--- config.mk ---
export PLATFORM = sky130hd
export DESIGN_NAME = score_keeper
export DESIGN_NICKNAME = d
export VERILOG_FILES = /design/src/rtl/score_keeper_pkg.sv /design/src/rtl/score_keeper_bcd_digit.sv /design/src/rtl/score_keeper.sv
export SDC_FILE = /design/constraint.sdc
export NUM_CORES = 1
export LEC_CHECK = 0
export BUFFER_PORTS_ARGS = -buffer_cell sky130_fd_sc_hd__buf_2
export CAP_MARGIN = 20
export CORE_MARGIN = 2
export CORE_UTILIZATION = 58
export DETAILED_ROUTE_END_ITERATION = 7
export PLACE_DENSITY = 0.81
export SYNTH_ARGS = -nofsm -noshare
export SYNTH_HDL_FRONTEND = slang
export SYNTH_SLANG_ARGS = --single-unit
--- constraint.sdc ---
create_clock -name clk -period 4.7 [get_ports clk]
set_clock_uncertainty 0.1 [all_clocks]
set_input_delay 0.47 -clock clk [delete_from_list [all_inputs] [get_ports clk]]
set_output_delay 0.47 -clock clk [all_outputs]
set_load 0.01 [all_outputs]
--- src/rtl/score_keeper_pkg.sv ---
// Shared types and constants for the two-digit BCD score keeper.
package score_pkg;

  // Game state: counting points, or holding the winning score.
  typedef enum logic {
    ST_PLAY = 1'b0,
    ST_OVER = 1'b1
  } state_t;

  // Largest value one BCD digit may hold.
  localparam logic [3:0] BCD_MAX = 4'd9;

endpackage : score_pkg

--- src/rtl/score_keeper_bcd_digit.sv ---
// One BCD digit: synchronous clear, increment with wrap 9 -> 0.
// carry is the terminal-count flag (digit at 9); the caller qualifies it
// with its own increment to ripple into the next digit.
module bcd_digit
  import score_pkg::*;
(
  input  logic       clk,
  input  logic       rst,
  input  logic       clr,
  input  logic       inc,
  output logic [3:0] value,
  output logic       carry
);

  logic [3:0] value_r;

  // Digit register: reset/clear to zero, otherwise count in BCD on inc.
  always_ff @(posedge clk) begin
    if (rst) begin
      value_r <= 4'd0;
    end else if (clr) begin
      value_r <= 4'd0;
    end else if (inc) begin
      if (value_r >= BCD_MAX) begin
        value_r <= 4'd0;
      end else begin
        value_r <= value_r + 4'd1;
      end
    end else begin
      value_r <= value_r;
    end
  end

  assign value = value_r;
  assign carry = (value_r == BCD_MAX);

endmodule : bcd_digit

--- src/rtl/score_keeper.sv ---
// Two-digit BCD score counter. Counts rising edges of point, stops at the
// winning score, and copies the live score to the display outputs only at
// frame start so a digit never changes mid-frame.
module score_keeper
  import score_pkg::*;
#(
  parameter logic [3:0] WIN_TENS      = 4'd1,
  parameter logic [3:0] WIN_ONES      = 4'd0,
  parameter logic       VSYNC_ACT_LOW = 1'b1
) (
  input  logic       clk,
  input  logic       rst,
  input  logic       point,
  input  logic       clear,
  input  logic       vsync,
  output logic [3:0] score0,
  output logic [3:0] score1,
  output logic       game_over
);

  logic       point_d_r;
  logic       vsync_d_r;
  state_t     state_r;
  state_t     state_nxt_s;
  logic       pt_pulse_s;
  logic       vsync_act_s;
  logic       vsync_d_act_s;
  logic       fs_s;
  logic       count_en_s;
  logic       tens_inc_s;
  logic       win_hit_s;
  logic [3:0] ones_s;
  logic [3:0] tens_s;
  logic       ones_carry_s;
  logic       tens_carry_s;
  logic [3:0] ones_nxt_s;
  logic [3:0] tens_nxt_s;

  // Normalise vsync polarity so "1" always means the pulse is active.
  assign vsync_act_s   = vsync ^ VSYNC_ACT_LOW;
  assign vsync_d_act_s = vsync_d_r ^ VSYNC_ACT_LOW;
  assign fs_s          = vsync_act_s & ~vsync_d_act_s;
  assign pt_pulse_s    = point & ~point_d_r;

  // Edge-detect history; point_d resets high so a point held through reset is not scored.
  always_ff @(posedge clk) begin
    if (rst) begin
      point_d_r <= 1'b1;
      vsync_d_r <= VSYNC_ACT_LOW;
    end else begin
      point_d_r <= point;
      vsync_d_r <= vsync;
    end
  end

  // Count qualification and the value the counter is about to take.
  always_comb begin
    count_en_s = 1'b0;
    tens_inc_s = 1'b0;
    ones_nxt_s = ones_s;
    tens_nxt_s = tens_s;
    win_hit_s  = 1'b0;
    if (clear) begin
      count_en_s = 1'b0;
    end else if ((state_r == ST_PLAY) && pt_pulse_s && !(ones_carry_s && tens_carry_s)) begin
      count_en_s = 1'b1;
    end else begin
      count_en_s = 1'b0;
    end
    tens_inc_s = count_en_s & ones_carry_s;
    if (ones_carry_s) begin
      ones_nxt_s = 4'd0;
      tens_nxt_s = tens_s + 4'd1;
    end else begin
      ones_nxt_s = ones_s + 4'd1;
      tens_nxt_s = tens_s;
    end
    win_hit_s = count_en_s && (ones_nxt_s == WIN_ONES) && (tens_nxt_s == WIN_TENS);
  end

  bcd_digit u_ones (
    .clk   (clk),
    .rst   (rst),
    .clr   (clear),
    .inc   (count_en_s),
    .value (ones_s),
    .carry (ones_carry_s)
  );

  bcd_digit u_tens (
    .clk   (clk),
    .rst   (rst),
    .clr   (clear),
    .inc   (tens_inc_s),
    .value (tens_s),
    .carry (tens_carry_s)
  );

  // Game state register.
  always_ff @(posedge clk) begin
    if (rst) begin
      state_r <= ST_PLAY;
    end else begin
      state_r <= state_nxt_s;
    end
  end

  // Next-state logic: clear always restarts, winning point ends the game.
  always_comb begin
    state_nxt_s = state_r;
    case (state_r)
      ST_PLAY: begin
        if (clear) begin
          state_nxt_s = ST_PLAY;
        end else if (win_hit_s) begin
          state_nxt_s = ST_OVER;
        end else begin
          state_nxt_s = ST_PLAY;
        end
      end
      ST_OVER: begin
        if (clear) begin
          state_nxt_s = ST_PLAY;
        end else begin
          state_nxt_s = ST_OVER;
        end
      end
      default: state_nxt_s = ST_PLAY;
    endcase
  end

  // Registered outputs: digits follow the live score only at frame start.
  always_ff @(posedge clk) begin
    if (rst) begin
      score0    <= 4'd0;
      score1    <= 4'd0;
      game_over <= 1'b0;
    end else begin
      game_over <= (state_nxt_s == ST_OVER);
      if (fs_s) begin
        score0 <= ones_s;
        score1 <= tens_s;
      end else begin
        score0 <= score0;
        score1 <= score1;
      end
    end
  end

endmodule : score_keeper

==> results_dict.tcl <==
set metrics [dict create \
    powerDensity_mw_per_mm2 242 \
    synth.avg_cell_area_um2 8.68 \
    clkLatencyLatePin_ns 0.30 \
    syn_inst 113 \
    cts_root_buf "clkbuf_4" \
    gp_congestion 0.809 \
    arrival_ns 2.09 \
    ys_types 37 \
    ir_drop_uv 179 \
    drt_iter0_markers 15 \
    coreArea_mm2 0.00154 \
    ioPinCount 14 \
    start_util 0.636 \
    cts_max_path_buffers 2 \
    dpl_cell_area_mm2 0.00105 \
    fin_crit_sh 0.415 \
    hpwl_um 1470 \
    power_mw 0.259 \
    htreeDepth 1 \
    post_cts_buffers 0 \
    mappedNetlistArea_um2 981 \
    min_from "vsync" \
    holdBufCountCts 0 \
    hold_class "in -> reg" \
    fmax_mhz 512 \
    pre_cts_ws_ns 2.81 \
    slew_viol_final 0 \
    grt.total_usage 0.223 \
    yosys_warnings 0 \
    slew_headroom 0.618 \
    path_class "reg -> reg" \
    outcome "finished clean" \
    antenna_cells 0 \
    worstPathCellList "inv_1 > ha_1 > or4b_1 > nor4_1 > a211oi_1 > nor3_1" \
    drc_errors 0 \
    rows 14 \
    clk_pin_slew_ns 0.11 \
    first_global_vias 744 \
    cts_resized 0 \
    overflow 0 \
    critical-path-top-delay-family "simple AND/OR/NAND/NOR gates" \
    end_kind "flip-flop" \
    antenna_found_initial 0 \
    yosysSeqAreaShare 0.388 \
    dp.cells 137 \
    avgViaCountPerCell 5.87 \
    rrSetupSlack_ns 2.75 \
    setup_viol 0 \
    timing.rr.start "u_ones.value[0]" \
    crit_path_max_incr_delay_ns 0.47 \
    start_kind "flip-flop" \
    min_period_ns 1.95 \
    fin_tns_setup_ns 0 \
    timing.final.hold_violations 0 \
    postRouteAntennaNets 0 \
    worstPathRequired_ns 4.84 \
    maxCapViolations 0 \
    cts_tree "built" \
    leakage_nw 0.391 \
    instances_no_fill 141 \
    syn_nets 124 \
    layout.nets 137 \
    critPathMaxFanout 8 \
    routed_wl_um 1980 \
    first_pass_iters 5 \
    nFillCells 126 \
    areaGrowthSynthToFinish_pct 9.44 \
    die-area_mm2 0.00204 \
    cts_made_buffers 3 \
    die_x_um 45.1 \
    fin_area_mm2 0.00107 \
    io_buffers 13 \
    tightest_slew_ns 0.571 \
    post-route-util 0.696 \
    grt_pass1_wl_um 3270 \
    vias 827 \
    finalWorstSetupSlack_ns 2.75 \
    crit_buf_inv 1 \
    grt_max_degree 12 \
    layout-drive-gt1-share 0.208 \
    grt_setup_unrepaired "no" \
    die_y_um 45.1 \
    ys_ff_latch 19 \
    slowest_stage "or4b_1" \
    critPathLaunch "u_ones.value[0]" \
    wl_per_cell_um 14.0 \
    cts_sinks 19 \
    hold_slack_ns 0.288 \
]
[final cells by class]
cell class	instances	area [um2]	area share
repair buffers	13	65.1	0.0606
multi-input cells	85	567	0.528
inverters	4	15.0	0.0140
flip-flops and latches	19	380	0.354
clock buffers	4	26.3	0.0245
well taps	16	20.0	0.0186
[state kept, by name (all words and copies together) (netlist names)]
signal	flops
point_d_r	1
u_ones.value	4
u_tens.value	4
vsync_d_r	1
score1	4
score0	4
game_over	1
[power breakdown]
group | leakage [nW] | switching (mW) | internal [mW]
clock | 0.0150 | 0.0503 | 0.0331
sequential | 0.154 | 0.00107 | 0.162
combinational | 0.223 | 0.00835 | 0.00456
total | 0.391 | 0.0597 | 0.200
[cell usage in the layout (no fill, tap or decap), types with 3 or more instances in the layout]
| cell | count |
|---|---|
| buf_2 | 13 |
| or2_2 | 3 |
| a21oi_1 | 14 |
| nand2_1 | 20 |
| inv_1 | 4 |
| ha_1 | 6 |
| nor2_1 | 7 |
| dfxtp_1 | 19 |
| nand3_1 | 3 |
| clkbuf_4 | 3 |
[Yosys cell counts (all sizes together)]
cell	count	share of area
xor2	2	0.018
a2111oi	1	0.0089
or3	2	0.013
dfxtp	19	0.39
mux2i	1	0.010
nor3	3	0.020
clkbuf	4	0.015
nand3b	3	0.027
nand2b	1	0.0064
o21ai	2	0.014
and3b	1	0.0089
o31ai	1	0.0077
buf	1	0.0038
nand3	3	0.015
or3b	2	0.020
a21boi	1	0.0077
or2	3	0.019
nor2	7	0.027
inv	4	0.015
a211o	1	0.0089
a22oi	1	0.0077
nand2	20	0.077
nor3b	1	0.0077
ha	6	0.077
a21oi	14	0.071
nor4	1	0.0064
nand4	1	0.0064
a211oi	2	0.028
or4b	3	0.034
nor4b	1	0.024
nor2b	1	0.0064
[layer usage]
layer | vias to the layer above | track usage | wire [um]
li1 | 415 | - | -
met1 | 388 | 0.288 | 940
met2 | 20 | 0.360 | 928
met3 | 4 | 0.0360 | 71
met4 | 0 | 0.112 | 39
met5 | - | 0 | 0
[worst reg2reg max path: stages, from the launching register on]
cell,delay [ns]
dfxtp_1,0.46
inv_1,0.09
ha_1,0.32
or4b_1,0.47
nor4_1,0.19
a211oi_1,0.11
nor3_1,0.16
[kinds of logic after synthesis]
family,after synthesis,share of synthesized area
muxes,1,0.0102
and+or+nand+nor,53,0.319
DFF,19,0.388
buffers and inverters,9,0.0344
adders and majority gates,6,0.0765
AOI/OAI and AO/OA,23,0.154
xor gates and xnor gates,2,0.0179
[final timing paths]
kind / end / cells past startpoint
min: vsync_d_r / 2
max reg2reg: game_over / 6
max: game_over / 6
min reg2reg: score1[0] / 2
Note: power is estimated with default switching activity, not from simulation.
